<file path="config.mk">
export PLATFORM = sky130hd
export DESIGN_NAME = uart_rx
export DESIGN_NICKNAME = d
export VERILOG_FILES = /design/src/rtl/uart_rx.sv
export SDC_FILE = /design/constraint.sdc
export NUM_CORES = 1
export LEC_CHECK = 0
export BUFFER_PORTS_ARGS = -buffer_cell sky130_fd_sc_hd__clkbuf_2
export CAP_MARGIN = 20
export CORE_ASPECT_RATIO = 0.6
export CORE_UTILIZATION = 60
export CTS_CLUSTER_SIZE = 14
export DETAILED_ROUTE_END_ITERATION = 16
export GPL_TIMING_DRIVEN = 0
export PLACE_DENSITY_LB_ADDON = 0.1
export SLEW_MARGIN = 0
export SYNTH_ARGS = -nofsm -noshare
export SYNTH_HDL_FRONTEND = slang
export SYNTH_SLANG_ARGS = --single-unit
</file>
<file path="constraint.sdc">
create_clock -name clk -period 3.3 [get_ports clk]
set_clock_uncertainty 0.05 [all_clocks]
set_input_delay 0.66 -clock clk [delete_from_list [all_inputs] [get_ports clk]]
set_output_delay 0.66 -clock clk [all_outputs]
set_load 0.005 [all_outputs]
</file>
<file path="src/rtl/uart_rx.sv">
// 8N1 UART receiver: 2-flop input synchronizer, mid-bit sampling FSM with
// break detection, and sticky ready/overrun flags cleared by rd_ack.
module uart_rx #(
    parameter int CLKS_PER_BIT = 16
) (
    input  logic       clk,
    input  logic       reset,
    input  logic       rx_in,
    input  logic       rd_ack,
    output logic [7:0] rx_data,
    output logic       rx_valid,
    output logic       rx_ready,
    output logic       frame_err,
    output logic       overrun,
    output logic       rx_busy,
    output logic [2:0] state_dbg
);

    typedef enum logic [2:0] {
        IDLE  = 3'd0,
        START = 3'd1,
        DATA  = 3'd2,
        STOP  = 3'd3,
        BREAK = 3'd4
    } state_t;

    localparam logic [10:0] HALF_LAST = 11'(CLKS_PER_BIT / 2 - 1);
    localparam logic [10:0] BIT_LAST  = 11'(CLKS_PER_BIT - 1);

    state_t      state, state_n;
    logic [10:0] cnt, cnt_n;
    logic [2:0]  idx, idx_n;
    logic [7:0]  shift, shift_n;
    logic        rx_meta, rx_s;
    logic        valid_n, ferr_n, ready_n, overrun_n;

    // Synchronizer flops reset to the idle line level so reset never fakes a start bit.
    always_ff @(posedge clk or posedge reset) begin
        if (reset) begin
            rx_meta <= 1'b1;
            rx_s    <= 1'b1;
        end else begin
            rx_meta <= rx_in;
            rx_s    <= rx_meta;
        end
    end

    always_comb begin
        state_n = state;
        cnt_n   = cnt;
        idx_n   = idx;
        shift_n = shift;
        valid_n = 1'b0;
        ferr_n  = 1'b0;
        case (state)
            IDLE: begin
                if (!rx_s) begin
                    state_n = START;
                    cnt_n   = '0;
                end
            end
            START: begin
                if (cnt == HALF_LAST) begin
                    cnt_n = '0;
                    if (rx_s) begin
                        state_n = IDLE;
                    end else begin
                        state_n = DATA;
                        idx_n   = '0;
                    end
                end else begin
                    cnt_n = cnt + 11'd1;
                end
            end
            DATA: begin
                if (cnt == BIT_LAST) begin
                    cnt_n   = '0;
                    shift_n = {rx_s, shift[7:1]};
                    idx_n   = idx + 3'd1;
                    if (idx == 3'd7) state_n = STOP;
                end else begin
                    cnt_n = cnt + 11'd1;
                end
            end
            STOP: begin
                if (cnt == BIT_LAST) begin
                    cnt_n = '0;
                    if (rx_s) begin
                        valid_n = 1'b1;
                        state_n = IDLE;
                    end else begin
                        ferr_n  = 1'b1;
                        state_n = BREAK;
                    end
                end else begin
                    cnt_n = cnt + 11'd1;
                end
            end
            BREAK: begin
                if (rx_s) state_n = IDLE;
            end
            default: state_n = IDLE;
        endcase
    end

    // Handshake: rx_valid pulses for one cycle as rx_data updates and rx_ready
    // rises with it; rx_ready stays high until a cycle with rd_ack=1 and no new
    // byte. A byte landing while rx_ready=1 and rd_ack=0 sets overrun, but
    // still overwrites rx_data. rd_ack clears overrun too.
    always_comb begin
        ready_n   = rx_ready;
        overrun_n = overrun;
        if (valid_n)     ready_n = 1'b1;
        else if (rd_ack) ready_n = 1'b0;
        if (valid_n && rx_ready && !rd_ack) overrun_n = 1'b1;
        else if (rd_ack)                    overrun_n = 1'b0;
    end

    always_ff @(posedge clk or posedge reset) begin
        if (reset) begin
            state     <= IDLE;
            cnt       <= '0;
            idx       <= '0;
            shift     <= '0;
            rx_data   <= 8'h00;
            rx_valid  <= 1'b0;
            frame_err <= 1'b0;
            rx_ready  <= 1'b0;
            overrun   <= 1'b0;
        end else begin
            state     <= state_n;
            cnt       <= cnt_n;
            idx       <= idx_n;
            shift     <= shift_n;
            rx_valid  <= valid_n;
            frame_err <= ferr_n;
            rx_ready  <= ready_n;
            overrun   <= overrun_n;
            if (valid_n) rx_data <= shift;
        end
    end

    assign rx_busy   = (state != IDLE);
    assign state_dbg = state;

endmodule
</file>
==> impl_metrics.env, run 1 <==
export IMPL_synthAdderAreaFrac_pct=2.05
export IMPL_synth_simple_gate_area_share_pct=17.7
export IMPL_max_freq_ghz=0.425
export IMPL_design_die_area_um2=3280
export IMPL_synth_nets=172
export IMPL_peakVddDrop_mv=0.404
export IMPL_netlist_top_cells_area="dfrtp_1 51%, mux2_2 10%, o21ai_0 3.6%"
export IMPL_crit_buf_inv=1
export IMPL_clkPwrFrac_pct=22.2
export IMPL_n_antenna_cell=0
export IMPL_p_switching_w=0.000485
export IMPL_grt_pass1_wl_mm=5.89
export IMPL_max_slew_margin_pct=47.4
export IMPL_final_cells=235
export IMPL_worst_pin_slew_ns=0.788
export IMPL_overflow=0
export IMPL_path_clk_slew_ns=0.07
export IMPL_worstReg2RegStart="cnt[3]"
export IMPL_grt_max_degree=21
export IMPL_drt_iter0_drc=201
export IMPL_rsz0062_at_grt="no"
export IMPL_synth_xor_area_share_pct=0
export IMPL_io_pins=20
export IMPL_startpoint_type="register"
export IMPL_cts_root_buffer_cell="clkbuf_8"
export IMPL_crit_start="cnt[3]"
export IMPL_cp_slowest_cell="nor4_4"
export IMPL_cts_tree="yes"
export IMPL_final_nets=199
export IMPL_fp_dieH_um=44.7
export IMPL_postCtsSetupBuffers=0
export IMPL_switching_share_pct=36.1
export IMPL_numCtsBuffers=5
export IMPL_cp_top_family="simple AND/OR/NAND/NOR gates"
export IMPL_synth_top_family_by_area="simple AND/OR/NAND/NOR gates"
export IMPL_area_growth_pct=14.2
export IMPL_whs_ns=0.309
export IMPL_worst_endpoint_required_ns=3.42
export IMPL_routed_wirelength_mm=3.57
export IMPL_portBuffers=19
export IMPL_first_global_vias=1250
export IMPL_post_cts_resized=0
export IMPL_synth_cells=165
export IMPL_worst_endpoint_arrival_ns=2.47
export IMPL_syn_area_um2=1830
export IMPL_core_area_um2=2890
export IMPL_synth_most_common_cell="dfrtp_1"
export IMPL_min_delay_start="rx_meta"
export IMPL_status="complete, no violations"
export IMPL_seq_power_share_pct=46.5
export IMPL_cts_hold_buf=0
export IMPL_drtPass1Iterations=4
export IMPL_intPower_w=0.000857
export IMPL_hold_viol_final=0
export IMPL_yosysTopAreaCell="dfrtp_1"
export IMPL_critPathKind="register to register"
export IMPL_powerDensity_nw_per_um2=643
export IMPL_postSynth_asyncResetShare_pct=100
export IMPL_initial_utilization_pct=63.2
export IMPL_drive_gt1_share_pct=28.5
export IMPL_power_leakage_nw=0.998
export IMPL_synth_cell_type_count=44
export IMPL_remaining_drc_errors=0
export IMPL_p_total_w=0.00134
export IMPL_slew_viol_final=0
export IMPL_yosys_register_bits=39
export IMPL_finalCriticalPeriod_ns=2.36
export IMPL_rows=15
export IMPL_clock_sinks=39
export IMPL_antenna_found_initial=0
export IMPL_syn_area_per_cell_um2=11.1
export IMPL_placed_cells=227
export IMPL_vias_per_cell=5.86
export IMPL_setup_tns_final_ns=0
export IMPL_ys_seq_area_share_pct=53.6
export IMPL_crit_path_end_kind="register"
export IMPL_setup_viol=0
export IMPL_path_max_fanout=10
export IMPL_yosysWarnings=0
export IMPL_grt_total_usage_pct=25.0
export IMPL_synth_area_mux_share_pct=10.5
export IMPL_cp_slowest_stage_delay_ns=0.72
export IMPL_dp_hpwl_mm=2.63
export IMPL_ys_flop_type="dfrtp_1"
export IMPL_min_period_over_period_pct=71.4
export IMPL_synth_edf_count=0
export IMPL_clock_latency_ns=0.28
export IMPL_ant_nets=0
export IMPL_gp_congestion=0.888
export IMPL_hp_class="register to register"
export IMPL_post_place_ws_ns=0.971
export IMPL_pwr_share_comb_pct=31.3
export IMPL_drt_wirelength_per_cell_um=15.2
export IMPL_maxCapViolCount=0
export IMPL_path_cells="clkbuf_1, nand3_1, nor4_4, mux2_2"
export IMPL_num_vias=1377
export IMPL_yosysTopAreaCellShare_pct=50.7
export IMPL_fin_ws_ns=0.944
export IMPL_synth_top_cells_by_count="37 x dfrtp_1, 17 x mux2_2, 13 x nand2_1, 13 x o21ai_0, 9 x nand3_1"
export IMPL_dieWidth_um=73.2
export IMPL_cts_buffer_depth=2
export IMPL_synth_compound_area_share_pct=12.5
export IMPL_htree_levels=2
## metrics by stage
| stage | utilization [%] | cell area [um2] |
|---|---|---|
| 6_report | 72.2 | 2090 |
| 5_1_grt | 72.2 | 2090 |
| 4_1_cts | 72.2 | 2090 |
| 3_5_place_dp | 69.3 | 2000 |
| 3_3_place_gp | 68.3 | 1970 |
| 2_1_floorplan | - | 1830 |
## cells in the final DEF, fill, tap and decap left out, types with 2 or more instances in the layout
cell type   n
clkbuf_2   19
nor2_1      5
nand3_1     9
o21ai_0    13
dfstp_2     2
inv_1       8
clkinv_2    3
or4_1       3
a21oi_1     2
nand4_1     2
clkbuf_1    7
a22o_1      2
nand4b_1    2
ha_1        3
nor4_1      2
mux2_2     17
nor3_1      4
or3_1       7
dfrtp_1    37
nand2_1    13
clkbuf_8    5
a2bb2oi_1   2
## per-layer routing
| layer | up-vias | wire length, um | GRT usage, % |
|---|---|---|---|
| li1 | 659 | - | - |
| met1 | 667 | 1680 | 36.2 |
| met2 | 47 | 1640 | 37.8 |
| met3 | 4 | 226 | 6.70 |
| met4 | 0 | 17 | 7.06 |
| met5 | - | 0 | 0 |
## area by class of cell
| class | instances | area, um2 |
|---|---|---|
| Buffer | 9 | 38.8 |
| Tap cell | 42 | 52.6 |
| Inverter | 8 | 30.0 |
| Timing Repair Buffer | 20 | 123 |
| Sequential cell | 39 | 978 |
| Clock inverter | 3 | 15.0 |
| Multi-Input combinational cell | 109 | 779 |
| Clock buffer | 5 | 68.8 |
| Fill cell | 242 | 805 |
## final timing paths
kind                                    to  slack, ns  cells after the start
worst max-delay path            rx_data[0]       0.94                      4
worst min-delay path                  rx_s       0.31                      0
max in group asynchronous       rx_data[3]       2.20                      3
worst min register to register        rx_s       0.31                      0
worst max register to register  rx_data[0]       0.94                      4
min in group asynchronous           cnt[5]       0.45                      2
## power groups by stage
stage / Sequential [W] / Combinational, W / Clock (W)
2_1_floorplan: 0.000614 / 0.000308 / 0
3_5_place_dp: 0.000631 / 0.000412 / 0
4_1_cts: 0.000622 / 0.000414 / 0.000306
6_report: 0.000624 / 0.000420 / 0.000298
3_3_place_gp: 0.000624 / 0.000392 / 0
5_1_grt: 0.000635 / 0.000465 / 0.000323
## cells by family (layout without fill, tap and decap cells)
group           Yosys count  after routing
simple gates             56             56
flops                    39             39
compound gates           33             33
mux                      17             17
buf+inv                  17             45
fa+ha+maj                 3              3
## registers in the layout, indices dropped and copies added, names as in the netlist
signal and flops:
overrun 1, state_dbg 3, idx 3, cnt 11, rx_ready 1, rx_s 1, shift 8, frame_err 1
rx_valid 1, rx_data 8, rx_meta 1
Note: power is estimated with default switching activity, not from simulation.
==> inputs of run 2 (changes only) <==
CORE_UTILIZATION = 57   (was 60)
clock period = 2.2 ns   (was 3.3 ns; I/O delays follow)
==> impl_metrics.env, run 2 (synthesis gave the netlist of run 1 again) <==
export IMPL_dieWidth_um=75.1
export IMPL_cp_top_family="simple AND/OR/NAND/NOR gates"
export IMPL_grt_pass1_wl_mm=6.39
export IMPL_cts_hold_buf=0
export IMPL_final_nets=200
export IMPL_vias_per_cell=6.11
export IMPL_hold_viol_final=0
export IMPL_dp_hpwl_mm=2.71
export IMPL_grt_total_usage_pct=26.6
export IMPL_worst_endpoint_required_ns=2.32
export IMPL_powerDensity_nw_per_um2=983
export IMPL_cp_slowest_cell="dfrtp_1"
export IMPL_drive_gt1_share_pct=29.9
export IMPL_gp_congestion=0.926
export IMPL_n_antenna_cell=0
export IMPL_max_freq_ghz=0.464
export IMPL_final_cells=236
export IMPL_cp_slowest_stage_delay_ns=0.46
export IMPL_routed_wirelength_mm=3.98
export IMPL_fp_dieH_um=45.9
export IMPL_cts_buffer_depth=2
export IMPL_power_leakage_nw=1.01
export IMPL_cts_tree="yes"
export IMPL_worst_endpoint_arrival_ns=2.28
export IMPL_num_vias=1441
export IMPL_first_global_vias=1357
export IMPL_core_area_um2=2970
export IMPL_setup_viol=0
export IMPL_crit_buf_inv=2
export IMPL_regMostFlops="cnt"
export IMPL_min_period_over_period_pct=98.0
export IMPL_clock_latency_ns=0.29
export IMPL_maxCapViolCount=0
export IMPL_whs_ns=0.179
export IMPL_worst_pin_slew_ns=0.774
export IMPL_path_cells="or3_1, clkbuf_1, nor4_4, buf_6, mux2_2"
export IMPL_path_max_fanout=10
export IMPL_hp_class="input port to register"
export IMPL_startpoint_type="register"
export IMPL_drt_iter0_drc=223
export IMPL_numCtsBuffers=5
export IMPL_clock_sinks=39
export IMPL_remaining_drc_errors=0
export IMPL_finalCriticalPeriod_ns=2.16
export IMPL_largest_reg_flops=11
export IMPL_final_common_cell="dfrtp_1"
export IMPL_path_clk_slew_ns=0.07
export IMPL_cts_root_buffer_cell="clkbuf_8"
export IMPL_mostFrequentLayoutCells="37 x dfrtp_1, 19 x clkbuf_2, 17 x mux2_2, 13 x nand2_1, 13 x o21ai_0"
export IMPL_max_slew_margin_pct=48.4
export IMPL_htree_levels=2
export IMPL_grt_max_degree=23
export IMPL_crit_path_end_kind="register"
export IMPL_critPathKind="register to register"
export IMPL_drtPass1Iterations=4
export IMPL_peakVddDrop_mv=0.606
export IMPL_slew_viol_final=0
export IMPL_design_die_area_um2=3440
export IMPL_largest_registers="cnt x11, rx_data x8, shift x8"
export IMPL_ant_nets=0
export IMPL_portBuffers=19
export IMPL_rows=15
export IMPL_antenna_found_initial=0
export IMPL_io_pins=20
export IMPL_setup_tns_final_ns=0
export IMPL_area_growth_pct=16.6
export IMPL_rsz0062_at_grt="yes"
export IMPL_fillers=222
export IMPL_placed_cells=227
export IMPL_initial_utilization_pct=61.6
export IMPL_drt_wirelength_per_cell_um=16.9
export IMPL_status="complete, no violations"
export IMPL_overflow=0
run 2: report_power, final:
| part | leakage [nW] | switching (W) | internal [W] |
|---|---|---|---|
| clock network | 0.0395 | 0.000237 | 0.000225 |
| logic | 0.447 | 0.000398 | 0.000254 |
| registers | 0.520 | 0.000148 | 0.000833 |
run 2: routing by layer:
layer	wire length (um)	GRT usage [%]
met4	24	10.9
met3	218	6.64
met1	1810	34.5
met5	0	0
met2	1930	43.4
run 2: worst paths after layout:
check | from | to | slack [ns] | cells after the start
setup reg to reg | cnt[5] | shift[0] | 0.04 | 5
hold reg to reg | rx_meta | rx_s | 0.31 | 0
max in group asynchronous | reset | rx_data[3] | 1.32 | 3
setup / recovery | cnt[5] | shift[0] | 0.04 | 5
min in group asynchronous | reset | cnt[5] | 0.21 | 2
hold / removal | rx_in | rx_meta | 0.18 | 1
run 2: metrics by stage:
stage	area, um2	setup slack, ns	utilization [%]	power, W
after floorplan	1830	0.111	-	0.00138
after global placement	1970	-0.0843	66.6	0.00152
after detailed placement	2000	-0.128	67.5	0.00158
after CTS	2120	0.0145	71.4	0.00206
after global routing	2130	-0.0147	71.9	0.00221
final	2130	0.0436	71.9	0.00209
run 2: area by class of cell:
cell class	instances	area [um2]	area share, %
Clock buffer	8	80.1	3.76
Buffer	7	35.0	1.64
Inverter	8	30.0	1.41
Tap cell	42	52.6	2.47
Multi-Input combinational cell	109	810	38.0
Timing Repair Buffer	23	145	6.81
Sequential cell	39	978	45.9
run 2: what timing repair did:
| item | CTS | global route |
|---|---|---|
| pin swaps | 2 | 0 |
| buffers inserted | 3 | 0 |
| gates cloned | 0 | 0 |
| endpoints found under the setup margin | 16 | 27 |
| gates resized for setup | 2 | 4 |
==> inputs of run 3 (changes only) <==
ABC_AREA = 1   (was unset)
CORE_UTILIZATION = 58   (was 57)
==> impl_metrics.env, run 3 <==
export IMPL_path_max_fanout=9
export IMPL_rsz0062_at_grt="no"
export IMPL_synthAdderAreaFrac_pct=1.91
export IMPL_max_slew_margin_pct=47.8
export IMPL_cts_root_buffer_cell="clkbuf_8"
export IMPL_core_area_um2=3040
export IMPL_cp_slowest_stage_delay_ns=0.45
export IMPL_cts_hold_buf=0
export IMPL_drt_wirelength_per_cell_um=13.4
export IMPL_hold_depth=1
export IMPL_fp_dieH_um=47.1
export IMPL_ant_nets=0
export IMPL_synth_area_mux_share_pct=0
export IMPL_yosys_register_bits=39
export IMPL_placedInstanceArea_um2=2110
export IMPL_synth_cells=233
export IMPL_grt_total_usage_pct=24.8
export IMPL_fin_area_um2=2230
export IMPL_finalCriticalPeriod_ns=1.83
export IMPL_cts_tree="yes"
export IMPL_maxCapViolCount=0
export IMPL_whs_ns=0.176
export IMPL_netlist_top_cells_area="dfrtp_1 47%, nand2_1 12%, inv_1 5.4%"
export IMPL_setup_viol=0
export IMPL_power_leakage_nw=1.13
export IMPL_io_pins=20
export IMPL_cp_top_family="simple AND/OR/NAND/NOR gates"
export IMPL_yosysTopAreaCell="dfrtp_1"
export IMPL_ys_flop_type="dfrtp_1"
export IMPL_synth_top_family_by_area="simple AND/OR/NAND/NOR gates"
export IMPL_status="complete, no violations"
export IMPL_fillers=249
export IMPL_synth_compound_area_share_pct=9.82
export IMPL_routed_wirelength_mm=4.04
export IMPL_regMostFlops="cnt"
export IMPL_remaining_drc_errors=0
export IMPL_largest_registers="cnt x11, rx_data x8, shift x8"
export IMPL_first_global_vias=1358
export IMPL_worst_endpoint_arrival_ns=1.95
export IMPL_gp_congestion=0.860
export IMPL_syn_area_um2=1960
export IMPL_rows=15
export IMPL_crit_path_end_kind="register"
export IMPL_critPathKind="register to register"
export IMPL_postCtsSetupBuffers=0
export IMPL_ys_seq_area_share_pct=49.8
export IMPL_crit_cells=8
export IMPL_fin_util_pct=73.3
export IMPL_synth_top_cells_by_count="65 x nand2_1, 37 x dfrtp_1, 28 x inv_1, 22 x nor2_1, 14 x nand3_1"
export IMPL_antenna_found_initial=0
export IMPL_dp_hpwl_mm=3.04
export IMPL_crit_buf_inv=0
export IMPL_grt_max_degree=40
export IMPL_area_growth_pct=13.5
export IMPL_setup_tns_final_ns=0
export IMPL_slew_viol_final=0
export IMPL_worst_endpoint_required_ns=2.32
export IMPL_drtPass1Iterations=4
export IMPL_clock_latency_ns=0.30
export IMPL_final_nets=266
export IMPL_hp_class="input port to register"
export IMPL_startpoint_type="register"
export IMPL_path_clk_slew_ns=0.08
export IMPL_powerDensity_nw_per_um2=876
export IMPL_portBuffers=19
export IMPL_synth_nets=240
export IMPL_postSynth_asyncResetShare_pct=100
export IMPL_vias_per_cell=5.31
export IMPL_final_common_cell="nand2_1"
export IMPL_synth_most_common_cell="nand2_1"
export IMPL_max_freq_ghz=0.547
export IMPL_post_place_ws_ns=0.433
export IMPL_cts_buffer_depth=2
export IMPL_fin_ws_ns=0.371
export IMPL_path_cells="ha_1, nand2_1, nor2_1, nand3_1, nand2_2, nand2_1, nor2_2, nor2_1"
export IMPL_drive_gt1_share_pct=21.2
export IMPL_min_period_over_period_pct=83.1
export IMPL_initial_utilization_pct=64.6
export IMPL_synth_cell_type_count=25
export IMPL_syn_area_per_cell_um2=8.43
export IMPL_r2r_cells=8
export IMPL_design_die_area_um2=3630
export IMPL_synth_xor_area_share_pct=1.34
export IMPL_n_antenna_cell=0
export IMPL_numCtsBuffers=5
export IMPL_overflow=0
export IMPL_yosysWarnings=0
export IMPL_yosysTopAreaCellShare_pct=47.2
export IMPL_clock_sinks=39
export IMPL_hold_viol_final=0
export IMPL_dieWidth_um=77.1
export IMPL_cp_slowest_cell="dfrtp_1"
export IMPL_drt_iter0_drc=67
export IMPL_mostFrequentLayoutCells="65 x nand2_1, 37 x dfrtp_1, 27 x inv_1, 22 x nor2_1, 19 x clkbuf_2"
export IMPL_grt_pass1_wl_mm=6.49
export IMPL_num_vias=1603
export IMPL_post_cts_resized=0
export IMPL_synth_simple_gate_area_share_pct=29.6
export IMPL_largest_reg_flops=11
export IMPL_peakVddDrop_mv=0.534
export IMPL_worst_pin_slew_ns=0.782
export IMPL_htree_levels=2
export IMPL_synth_edf_count=0
## run 3: cell types whose count changed after synthesis, sizes merged, moves of 3 or more
cell and delta:
nand2 +58, inv +23, nor2 +20, mux2 -17
o21ai +9, nand4 +8, clkbuf -7, nand3 +7
or3 -7, nor4 -4, o211ai +4, or4 -3
## run 3: cells by family after synthesis
kind of cell / count (synthesis)
simple gates: 124
fa+ha+maj: 3
flops: 39
compound gates: 30
xor+xnor: 3
buf+inv: 34
## run 3: layout make-up
| type | count | area, um2 | area share [%] |
|---|---|---|---|
| multi-input combinational | 160 | 837 | 37.6 |
| buffer | 2 | 22.5 | 1.01 |
| sequential | 39 | 978 | 43.9 |
| clock buffer | 6 | 82.6 | 3.71 |
| inverter | 32 | 125 | 5.61 |
| clock inverter | 2 | 35.0 | 1.57 |
| tap | 42 | 52.6 | 2.36 |
| timing repair buffer | 19 | 95.1 | 4.27 |
## run 3: stage by stage
step           std cells  power, W
2_1_floorplan        233   0.00119
3_3_place_gp         294   0.00132
3_5_place_dp         294   0.00134
4_1_cts              302   0.00195
5_1_grt              302   0.00205
6_report             302   0.00195
## run 3: per-layer routing
layer	share of wire (%)	global-route usage, %	vias up
li1	-	-	804
met1	51	36.1	749
met2	42	37.3	45
met3	6.0	5.83	5
met4	0.72	7.92	0
met5	0	0	-
## run 3: worst paths after layout
check | startpoint | to | slack [ns]
worst max-delay path | cnt[0] | cnt[5] | 0.37
worst min-delay path | rx_in | rx_meta | 0.18
worst max register to register | cnt[0] | cnt[5] | 0.37
worst min register to register | rx_meta | rx_s | 0.31
max in group asynchronous | reset | cnt[4] | 1.38
min in group asynchronous | reset | frame_err | 0.22
## run 3: worst reg2reg max path: stages (launching register included)
cell	delay, ns
dfrtp_1	0.45
ha_1	0.27
nand2_1	0.07
nor2_1	0.09
nand3_1	0.13
nand2_2	0.18
nand2_1	0.18
nor2_2	0.21
nor2_1	0.08
## run 3: power by group
part / leakage [nW] / total [W] / switching [W] / internal (W)
logic: 0.539 / 0.000484 / 0.000347 / 0.000137
clock network: 0.0612 / 0.000619 / 0.000252 / 0.000367
registers: 0.532 / 0.000850 / 0.0000806 / 0.000770
